`config.mk`:
```
export PLATFORM = sky130hd
export DESIGN_NAME = bus_xfer_sequencer
export DESIGN_NICKNAME = d
export VERILOG_FILES = /design/src/rtl/bus_xfer_sequencer.sv
export SDC_FILE = /design/constraint.sdc
export NUM_CORES = 1
export LEC_CHECK = 0
export ABC_AREA = 1
export BUFFER_PORTS_ARGS = -buffer_cell sky130_fd_sc_hd__buf_2
export CAP_MARGIN = 10
export CORE_MARGIN = 2
export CORE_UTILIZATION = 62
export CTS_BUF_LIST = sky130_fd_sc_hd__clkbuf_16
export DETAILED_ROUTE_END_ITERATION = 7
export HOLD_SLACK_MARGIN = 0.1
export PLACE_DENSITY_LB_ADDON = 0.3
export SLEW_MARGIN = 20
export SYNTH_ARGS = -nofsm -noshare
export SYNTH_HDL_FRONTEND = slang
export SYNTH_SLANG_ARGS = --single-unit
export TNS_END_PERCENT = 50
```
`constraint.sdc`:
```
create_clock -name i_clk -period 4.5 [get_ports i_clk]
set_clock_uncertainty 0.15 [all_clocks]
set_input_delay 0.45 -clock i_clk [delete_from_list [all_inputs] [get_ports i_clk]]
set_output_delay 0.45 -clock i_clk [all_outputs]
set_load 0.01 [all_outputs]
```
`src/rtl/bus_xfer_sequencer.sv`:
```
// rtl/bus_xfer_sequencer.sv - queued data/address-bus transfer sequencer with timed strobes
module bus_xfer_sequencer #(
  parameter int ID_W       = 5,
  parameter int N_DEV      = 19,
  parameter int AID_W      = 2,
  parameter int N_AMST     = 4,
  parameter int FIFO_DEPTH = 4,
  parameter int WAIT_W     = 2
) (
  input  logic              i_clk,
  input  logic              i_reset,
  input  logic              i_cmd_valid,
  output logic              o_cmd_ready,
  input  logic [ID_W-1:0]   i_cmd_mid,
  input  logic [ID_W-1:0]   i_cmd_sid,
  input  logic [AID_W-1:0]  i_cmd_amid,
  input  logic [WAIT_W-1:0] i_cmd_wait,
  input  logic              i_cmd_pc_inr,
  input  logic              i_hlt,
  output logic [N_DEV-1:0]  o_oe,
  output logic [N_DEV-1:0]  o_we,
  output logic [N_AMST-1:0] o_oe_addr,
  output logic              o_pc_inr,
  output logic              o_xfer_done,
  output logic              o_busy,
  output logic              o_err_illegal
);

  localparam int PTR_W = $clog2(FIFO_DEPTH);
  localparam int CNT_W = PTR_W + 1;

  localparam logic [ID_W:0]       LP_N_DEV    = (ID_W+1)'(N_DEV);
  localparam logic [AID_W:0]      LP_N_AMST   = (AID_W+1)'(N_AMST);
  localparam logic [CNT_W-1:0]    LP_DEPTH    = CNT_W'(FIFO_DEPTH);
  localparam logic [N_DEV-1:0]    LP_DEV_ONE  = N_DEV'(1);
  localparam logic [N_AMST-1:0]   LP_AMST_ONE = N_AMST'(1);
  localparam logic [WAIT_W-1:0]   LP_WAIT_ONE = WAIT_W'(1);
  localparam logic [PTR_W-1:0]    LP_PTR_ONE  = PTR_W'(1);

  localparam logic [1:0] ST_IDLE   = 2'd0;
  localparam logic [1:0] ST_SETUP  = 2'd1;
  localparam logic [1:0] ST_WAIT   = 2'd2;
  localparam logic [1:0] ST_STROBE = 2'd3;

  typedef struct packed {
    logic              pc_inr;
    logic [WAIT_W-1:0] wt;
    logic [AID_W-1:0]  amid;
    logic [ID_W-1:0]   sid;
    logic [ID_W-1:0]   mid;
  } cmd_t;

  // Command queue storage and bookkeeping
  cmd_t              r_mem [FIFO_DEPTH];
  logic [PTR_W-1:0]  r_wr_ptr;
  logic [PTR_W-1:0]  r_rd_ptr;
  logic [CNT_W-1:0]  r_count;

  // Sequencer state and the transfer currently on the bus
  logic [1:0]        r_state;
  cmd_t              r_cur;
  logic [WAIT_W-1:0] r_wcnt;

  // Registered outputs
  logic              r_cmd_ready;
  logic [N_DEV-1:0]  r_oe;
  logic [N_DEV-1:0]  r_we;
  logic [N_AMST-1:0] r_oe_addr;
  logic              r_pc_inr;
  logic              r_xfer_done;
  logic              r_busy;
  logic              r_err_illegal;

  logic              w_illegal;
  logic              w_take;
  logic              w_push;
  logic              w_can_pop;
  logic              w_pop;
  logic [1:0]        w_state_nxt;
  logic [WAIT_W-1:0] w_wcnt_nxt;
  cmd_t              w_cmd_nxt;
  cmd_t              w_cmd_in;
  logic [CNT_W-1:0]  w_count_nxt;
  logic [N_DEV-1:0]  w_oe_nxt;
  logic [N_DEV-1:0]  w_we_nxt;
  logic [N_AMST-1:0] w_oe_addr_nxt;
  logic              w_pc_nxt;
  logic              w_done_nxt;
  logic              w_busy_nxt;

  // A rejected command is still consumed so the producer never stalls on it
  assign w_illegal = ({1'b0, i_cmd_mid} >= LP_N_DEV) |
                     ({1'b0, i_cmd_sid} >= LP_N_DEV) |
                     (i_cmd_mid == i_cmd_sid) |
                     ({1'b0, i_cmd_amid} >= LP_N_AMST);
  assign w_take    = i_cmd_valid & r_cmd_ready;
  assign w_push    = w_take & ~w_illegal;
  assign w_can_pop = (r_count != '0) & ~i_hlt;

  assign w_cmd_in.pc_inr = i_cmd_pc_inr;
  assign w_cmd_in.wt     = i_cmd_wait;
  assign w_cmd_in.amid   = i_cmd_amid;
  assign w_cmd_in.sid    = i_cmd_sid;
  assign w_cmd_in.mid    = i_cmd_mid;

  // Next-state logic; a pop only happens from IDLE or STROBE so halts never abort a transfer
  always_comb begin
    w_state_nxt = r_state;
    w_wcnt_nxt  = r_wcnt;
    w_pop       = 1'b0;
    w_cmd_nxt   = r_cur;
    case (r_state)
      ST_IDLE: begin
        if (w_can_pop) begin
          w_pop       = 1'b1;
          w_state_nxt = ST_SETUP;
        end
      end
      ST_SETUP: begin
        if (r_cur.wt == '0) begin
          w_state_nxt = ST_STROBE;
        end else begin
          w_state_nxt = ST_WAIT;
          w_wcnt_nxt  = r_cur.wt;
        end
      end
      ST_WAIT: begin
        if (r_wcnt == LP_WAIT_ONE) begin
          w_state_nxt = ST_STROBE;
        end else begin
          w_wcnt_nxt = r_wcnt - LP_WAIT_ONE;
        end
      end
      ST_STROBE: begin
        if (w_can_pop) begin
          w_pop       = 1'b1;
          w_state_nxt = ST_SETUP;
        end else begin
          w_state_nxt = ST_IDLE;
        end
      end
      default: begin
        w_state_nxt = ST_IDLE;
      end
    endcase
    if (w_pop) begin
      w_cmd_nxt = r_mem[r_rd_ptr];
    end
  end

  // Outputs are decoded from the next state so they appear registered in the phase they belong to
  always_comb begin
    w_oe_nxt      = '0;
    w_we_nxt      = '0;
    w_oe_addr_nxt = LP_AMST_ONE;
    w_pc_nxt      = 1'b0;
    w_done_nxt    = 1'b0;
    if (w_state_nxt != ST_IDLE) begin
      w_oe_nxt      = LP_DEV_ONE << w_cmd_nxt.mid;
      w_oe_addr_nxt = LP_AMST_ONE << w_cmd_nxt.amid;
    end
    if (w_state_nxt == ST_STROBE) begin
      w_we_nxt   = LP_DEV_ONE << w_cmd_nxt.sid;
      w_pc_nxt   = w_cmd_nxt.pc_inr;
      w_done_nxt = 1'b1;
    end
  end

  assign w_count_nxt = r_count + CNT_W'(w_push) - CNT_W'(w_pop);
  assign w_busy_nxt  = (w_state_nxt != ST_IDLE) | (w_count_nxt != '0);

  // Queue payload write; contents are meaningless until the count covers them
  always_ff @(posedge i_clk) begin
    if (w_push) begin
      r_mem[r_wr_ptr] <= w_cmd_in;
    end
  end

  // Queue pointers, count, sequencer state and current command
  always_ff @(posedge i_clk or posedge i_reset) begin
    if (i_reset) begin
      r_wr_ptr <= '0;
      r_rd_ptr <= '0;
      r_count  <= '0;
      r_state  <= ST_IDLE;
      r_cur    <= '0;
      r_wcnt   <= '0;
    end else begin
      if (w_push) begin
        r_wr_ptr <= r_wr_ptr + LP_PTR_ONE;
      end
      if (w_pop) begin
        r_rd_ptr <= r_rd_ptr + LP_PTR_ONE;
      end
      r_count <= w_count_nxt;
      r_state <= w_state_nxt;
      r_cur   <= w_cmd_nxt;
      r_wcnt  <= w_wcnt_nxt;
    end
  end

  // Output registers; reset drops every strobe and reselects the PC as address master
  always_ff @(posedge i_clk or posedge i_reset) begin
    if (i_reset) begin
      r_cmd_ready   <= 1'b1;
      r_oe          <= '0;
      r_we          <= '0;
      r_oe_addr     <= LP_AMST_ONE;
      r_pc_inr      <= 1'b0;
      r_xfer_done   <= 1'b0;
      r_busy        <= 1'b0;
      r_err_illegal <= 1'b0;
    end else begin
      r_cmd_ready   <= (w_count_nxt != LP_DEPTH);
      r_oe          <= w_oe_nxt;
      r_we          <= w_we_nxt;
      r_oe_addr     <= w_oe_addr_nxt;
      r_pc_inr      <= w_pc_nxt;
      r_xfer_done   <= w_done_nxt;
      r_busy        <= w_busy_nxt;
      r_err_illegal <= w_take & w_illegal;
    end
  end

  assign o_cmd_ready   = r_cmd_ready;
  assign o_oe          = r_oe;
  assign o_we          = r_we;
  assign o_oe_addr     = r_oe_addr;
  assign o_pc_inr      = r_pc_inr;
  assign o_xfer_done   = r_xfer_done;
  assign o_busy        = r_busy;
  assign o_err_illegal = r_err_illegal;

endmodule

```
* Yosys cells after proc, flatten, opt, wreduce, memory -nomap -nowiden
Memory sizes are Yosys's and may differ from the RTL's.
Index checks and enable logic that the tools add are counted.
** Storage, ports and cells
- Bits in registers :: 73
- RAM bits :: 60
- Memories :: 1
** Operators by class
- Add/sub/neg operators :: 5
- Magnitude comparators :: 2
- Equality and inequality tests :: 9
- Shift-type cells :: 3
- Multiplexer cells :: 18
- Bitwise logic cells :: 9
- Reduce and logical (&&, ||, !) cells :: 8
** Memories
- r_mem :: depth 4, bits a word 15, read ports 1, clocked after memory_dff 0, write ports 1, RTL line 54 : cmd_t r_mem [FIFO_DEPTH];
** Operator list (number)
- 19-bit 2-to-1 mux :: 2
- 1-bit by 5-bit left shift with 19-bit output, first input constant :: 2
- 15-bit 2-to-1 mux :: 1
- 5-bit >= comparator, second input constant :: 2
- 1-bit 2-to-1 mux :: 8
- 2-bit 2-to-1 mux :: 4
- 2-bit case mux with 4 select lines :: 1
- 2-bit equality test, second input constant :: 3
- 3-bit nonzero test :: 2
- 5-bit equality test :: 1
- 2-bit by 1-bit adder with 2-bit output, second input constant :: 2
- 1-bit AND :: 4
- 2-bit by 1-bit equality test with 1-bit output, second input constant :: 2
- 2-bit logical NOT :: 2
- 4-bit 2-to-1 mux :: 1
- 2-bit inequality test, second input constant :: 2
- 2-bit case mux with 2 select lines :: 1
- 2-bit nonzero test :: 2
- 1-bit by 2-bit left shift with 4-bit output, first input constant :: 1
- 3-bit by 1-bit adder with 3-bit output :: 1
- 3-bit inequality test, second input constant :: 1
- 1-bit bitwise OR :: 3
- 3-bit AND reduction :: 1
- 3-bit by 1-bit subtractor with 3-bit output :: 1
- 3 further kinds :: 4

* Logic depth before layout (Yosys ltp)
- Depth after elaboration :: 9
- Depth in mapped cells :: 13
- Depth with buffers taken out :: 13

* Least setup slack after synthesis
No wires, ideal clock.
- Kind :: register to register
- Start :: register r_state[0]
- End :: register r_busy (netlist: o_busy)
- Library setup time :: 0.130 ns
- Arrival time :: 2.281 ns
- Required time :: 4.220 ns
- Setup slack :: 1.939 ns
- Cell stages (with the launch flop) :: 14
- Path buffers :: 1
- Period minus slack after synthesis :: 2.561 ns
- Path through :: dfrtp_1 -> inv_1 -> ha_1 -> inv_1 -> nand3_2 -> inv_1 -> buf_2 -> ha_1 -> inv_1 -> ha_1 -> fa_1 -> xor2_1 -> nor3_1 -> nand3_1
** RTL lines
- start: declaration :: RTL line 60 : logic [1:0] r_state;
- start signal: assignment :: RTL line 196 : r_state <= w_state_nxt;
- 2-bit equality test, or another cell as far along :: RTL line 112 : case (r_state)
- 2-bit case mux with 4 select lines (*) :: RTL line 112
- via w_state_nxt[1] :: RTL line 79 : logic [1:0] w_state_nxt;
- 2-bit nonzero test (*) :: RTL line 170 : assign w_busy_nxt = (w_state_nxt != ST_IDLE) | (w_count_nxt != '0);
- 1-bit bitwise OR (*) :: RTL line 170
- via w_busy_nxt :: RTL line 89 : logic w_busy_nxt;
- end signal: assignment :: RTL line 220 : r_busy <= w_busy_nxt;
- end: declaration :: RTL line 71 : logic r_busy;
Mark *: on every way through the listed nets, which the timed path passes. The rest lies on a longest branch.
A chain may end at the register's enable or synchronous reset.

* Final worst setup path
Ends and elaborated chain as after synthesis.

==> run_results.csv <==
group,metric,value,unit
status,status,"completed",
yosys,synthSimpleGateAreaFrac,19.4,%
hold_path,hold_path.class,"in -> async",
yosys,ys_seq_area_share,65.5,%
placement,hpwl,6700,µm
yosys,synth_mux_area_share,0.203,%
floorplan,die_x,98.6,µm
yosys,synth-xor-area-share,1.42,%
yosys,netlist_area,5540,µm²
floorplan,dieArea,9710,µm²
sta,tightest_slew,0.942,ns
sta,rsz0062_at_grt,"false",
grt,gr-max-usage-layer,"met2",
placement,port_buffers,65,
sta,layout_setup_ws,1.17,ns
yosys,avgSynthCellArea,10.7,µm²
grt,grt_first_pass_wirelength,17500,µm
yosys,ys_ff_latch,133,
worst_setup_path,worstSetupPathType,"reg -> reg",
clock_network,cts-root-buf,"clkbuf_16",
clock_network,cts_max_level,4,
clock_network,cts_tree,"done",
yosys,async_flop_share,54.9,%
floorplan,row_count,34,
worst_setup_path,ff2ff_setup_slack,1.17,ns
worst_setup_path,cp-start-kind,"register",
worst_setup_path,crit_path_top_delay_cell,"dfrtp_1",
power_and_ir_drop,sw_frac_of_total,38.9,%
power_and_ir_drop,pwr-share-comb,36.5,%
drt,firstDrtPassIters,4,
worst_setup_path,path_common_cell,"inv_1",
final_layout,layout_commonest_cell,"nand2_1",
worst_setup_path,timing.rr.end,"o_busy",
yosys,synth_edf_count,60,
yosys,synth_nets,550,
sta,finalHoldViolCount,0,
worst_setup_path,crit_chain,"inv_1 > ha_1 > inv_1 > nand3_2 > buf_4 > inv_1 > ha_1 > inv_1 > ha_1 > fa_1 > xor2_1 > nor3_1 > nand3_1",
final_layout,area_delta_synth_final,17.4,%
placement,gp_congestion,0.785,
sta,setup_violations,0,
final_layout,antenna_cells,0,
floorplan,initial_core_util,63.9,%
worst_setup_path,worstRegToRegCells,13,
power_and_ir_drop,pwr_density_cell,703,nW/µm²
sta,setup_tns,0,ns
sta,period_minus_slack,3.33,ns
clock_network,clk_latency,0.41,ns
power_and_ir_drop,leakagePower,0.00319,µW
grt,gr-total-overflow,0,
grt,grt_pass1_vias,3671,
clock_network,cts_num_sinks,133,
drt,wire_per_inst,14.7,µm
clock_network,clk_pin_slew,0.06,ns
drt,via_per_inst,5.19,
grt,use_met2,37.3,%
floorplan,fp.dieH,98.6,µm
final_layout,final_cell_mix,"120 x nand2_1, 71 x dfrtp_1, 69 x inv_1",
floorplan,core_area,8680,µm²
clock_network,cts_made_buffers,17,
grt,grt_usage,23.3,%
drt,route.vias.total,3721,
yosys,synth_top_family_by_area,"simple AND/OR/NAND/NOR gates",
yosys,synth_cell_types,31,
drt,drt_wl_total,10500,µm
worst_setup_path,cp_max_fo,29,
yosys,synth-compound-area-share,3.79,%
clock_network,clock_path_buffers,2,
grt,grt_antenna_before_repair,0,
final_layout,drive_above_1_share,22.5,%
power_and_ir_drop,seqPwrFrac,36.0,%
worst_setup_path,max_stage_delay,0.39,ns
drt,drt_iter0_drc,174,
power_and_ir_drop,power.internal,2790,µW
run,drv_cap,0,
yosys,synth_flop_cell,"dfrtp_1",
sta,fmax,300,MHz
final_layout,nets,627,
sta,slew_viol_final,0,
power_and_ir_drop,ir_drop,0.303,mV
placement,place_ws,1.16,ns
floorplan,ioPinCount,66,
drt,drc,0,
worst_setup_path,cp-endpoint,"o_busy",
worst_setup_path,worstSetupStartpoint,"r_state[0]",
grt,grt_max_degree,49,
grt,grt_use_met3,6.60,%
sta,final.period_utilization,74.1,%
worst_setup_path,reg2reg_from,"r_state[0]",
worst_setup_path,required,4.64,ns
yosys,synth_fa_ha_area_share,2.84,%
yosys,syn_inst,519,
grt,use_met1,30.3,%
power_and_ir_drop,clkPwrFrac,27.5,%
yosys,yosysWarnings,0,
power_and_ir_drop,switchingPower,1780,µW
worst_setup_path,end_kind,"register",
worst_setup_path,arrival,3.48,ns
sta,maxSlewHeadroom,37.1,%
drt,ant_nets,0,
[cells by family (layout without fill, tap and decap cells)]
kind of cell,Yosys count,after routing
simple gates,247,247
flops,133,133
buf+inv,85,175
compound gates,32,32
fa+ha+maj,12,12
xor+xnor,9,9
mux,1,1
[cells in the mapped netlist (4+ instances only)]
master | n | share of area [%]
buf_2 | 6 | 0.54
buf_4 | 4 | 0.54
dfrtp_1 | 71 | 32
edfxtp_1 | 60 | 33
ha_1 | 11 | 2.5
inv_1 | 66 | 4.5
inv_2 | 5 | 0.34
nand2_1 | 120 | 8.1
nand2_2 | 7 | 0.79
nand3_1 | 39 | 3.5
nor2_1 | 62 | 4.2
nor2_2 | 9 | 1.0
o21ai_0 | 14 | 1.3
o21ai_1 | 4 | 0.36
o21ai_2 | 6 | 0.95
xor2_1 | 7 | 1.1
[state kept, by name, indices dropped and copies added (netlist names)]
| signal | flops |
|---|---|
| r_mem | 60 |
| o_oe | 19 |
| o_we | 19 |
| r_cur | 15 |
| o_oe_addr | 4 |
| r_count | 3 |
| r_rd_ptr | 2 |
| r_state | 2 |
| r_wcnt | 2 |
| r_wr_ptr | 2 |
| o_busy | 1 |
| o_cmd_ready | 1 |
| o_err_illegal | 1 |
| o_pc_inr | 1 |
| o_xfer_done | 1 |
[stage by stage]
step | area [µm²] | utilization, % | hold WS, ns | power (µW) | instances
finish | 6510 | 75.0 | 0.0983 | 4570 | 717
global route | 6510 | 75.0 | 0.105 | 4880 | 717
CTS | 6510 | 75.0 | 0.102 | 4580 | 717
detailed placement | 5920 | 68.2 | 0.316 | 3300 | 681
global placement | 5920 | 68.2 | 0.317 | 3220 | 681
floorplan | 5540 | - | 0.287 | 2930 | 519
[power by group through the flow]
stage               clock [µW]  combinational, µW  sequential (µW)
floorplan                    0               1280             1660
global placement             0               1570             1650
detailed placement           0               1640             1660
CTS                       1270               1670             1640
global route              1320               1890             1670
finish                    1260               1670             1650
[worst max-delay path, delay by kind of cell, from the launching register on]
kind | cells | cell delay, ns
simple gates | 3 | 0.31
buf+inv | 5 | 0.91
xor+xnor | 1 | 0.21
fa+ha+maj | 4 | 1.23
flops | 1 | 0.39
[what timing repair did]
| action | CTS | global route |
|---|---|---|
| hold buffers | 4 | 0 |
| buffers inserted | 0 | 0 |
| gates resized for setup | 0 | 0 |
| setup endpoints to repair | 0 | 0 |
| endpoints found under the hold margin | 16 | 0 |
[worst min path at each step]
stage / cells past startpoint / to / start
2_1_floorplan: 2 / r_cur[14] / r_cur[14]
3_3_place_gp: 2 / r_cur[14] / r_cur[14]
3_5_place_dp: 2 / r_cur[14] / r_cur[14]
4_1_cts: 1 / r_mem[0][11] / i_cmd_amid[1]
5_1_grt: 1 / r_mem[0][11] / i_cmd_amid[1]
6_report: 2 / o_oe[17] / i_reset
[final cells by class]
type | count | area [µm²]
clock buffer | 18 | 450
clock inverter | 14 | 96.3
fill | 592 | 2170
inverter | 71 | 267
multi-input combinational | 301 | 1540
sequential | 133 | 3630
tap | 108 | 135
timing repair buffer | 72 | 388
[layer usage]
layer,part of all wire [%],up-vias,routed length [µm]
met4,1.5,0,158
met5,0,-,0
met3,6.0,18,635
met1,42,1765,4410
met2,51,134,5310
li1,-,1804,-
Note: power is estimated with default switching activity, not from simulation.
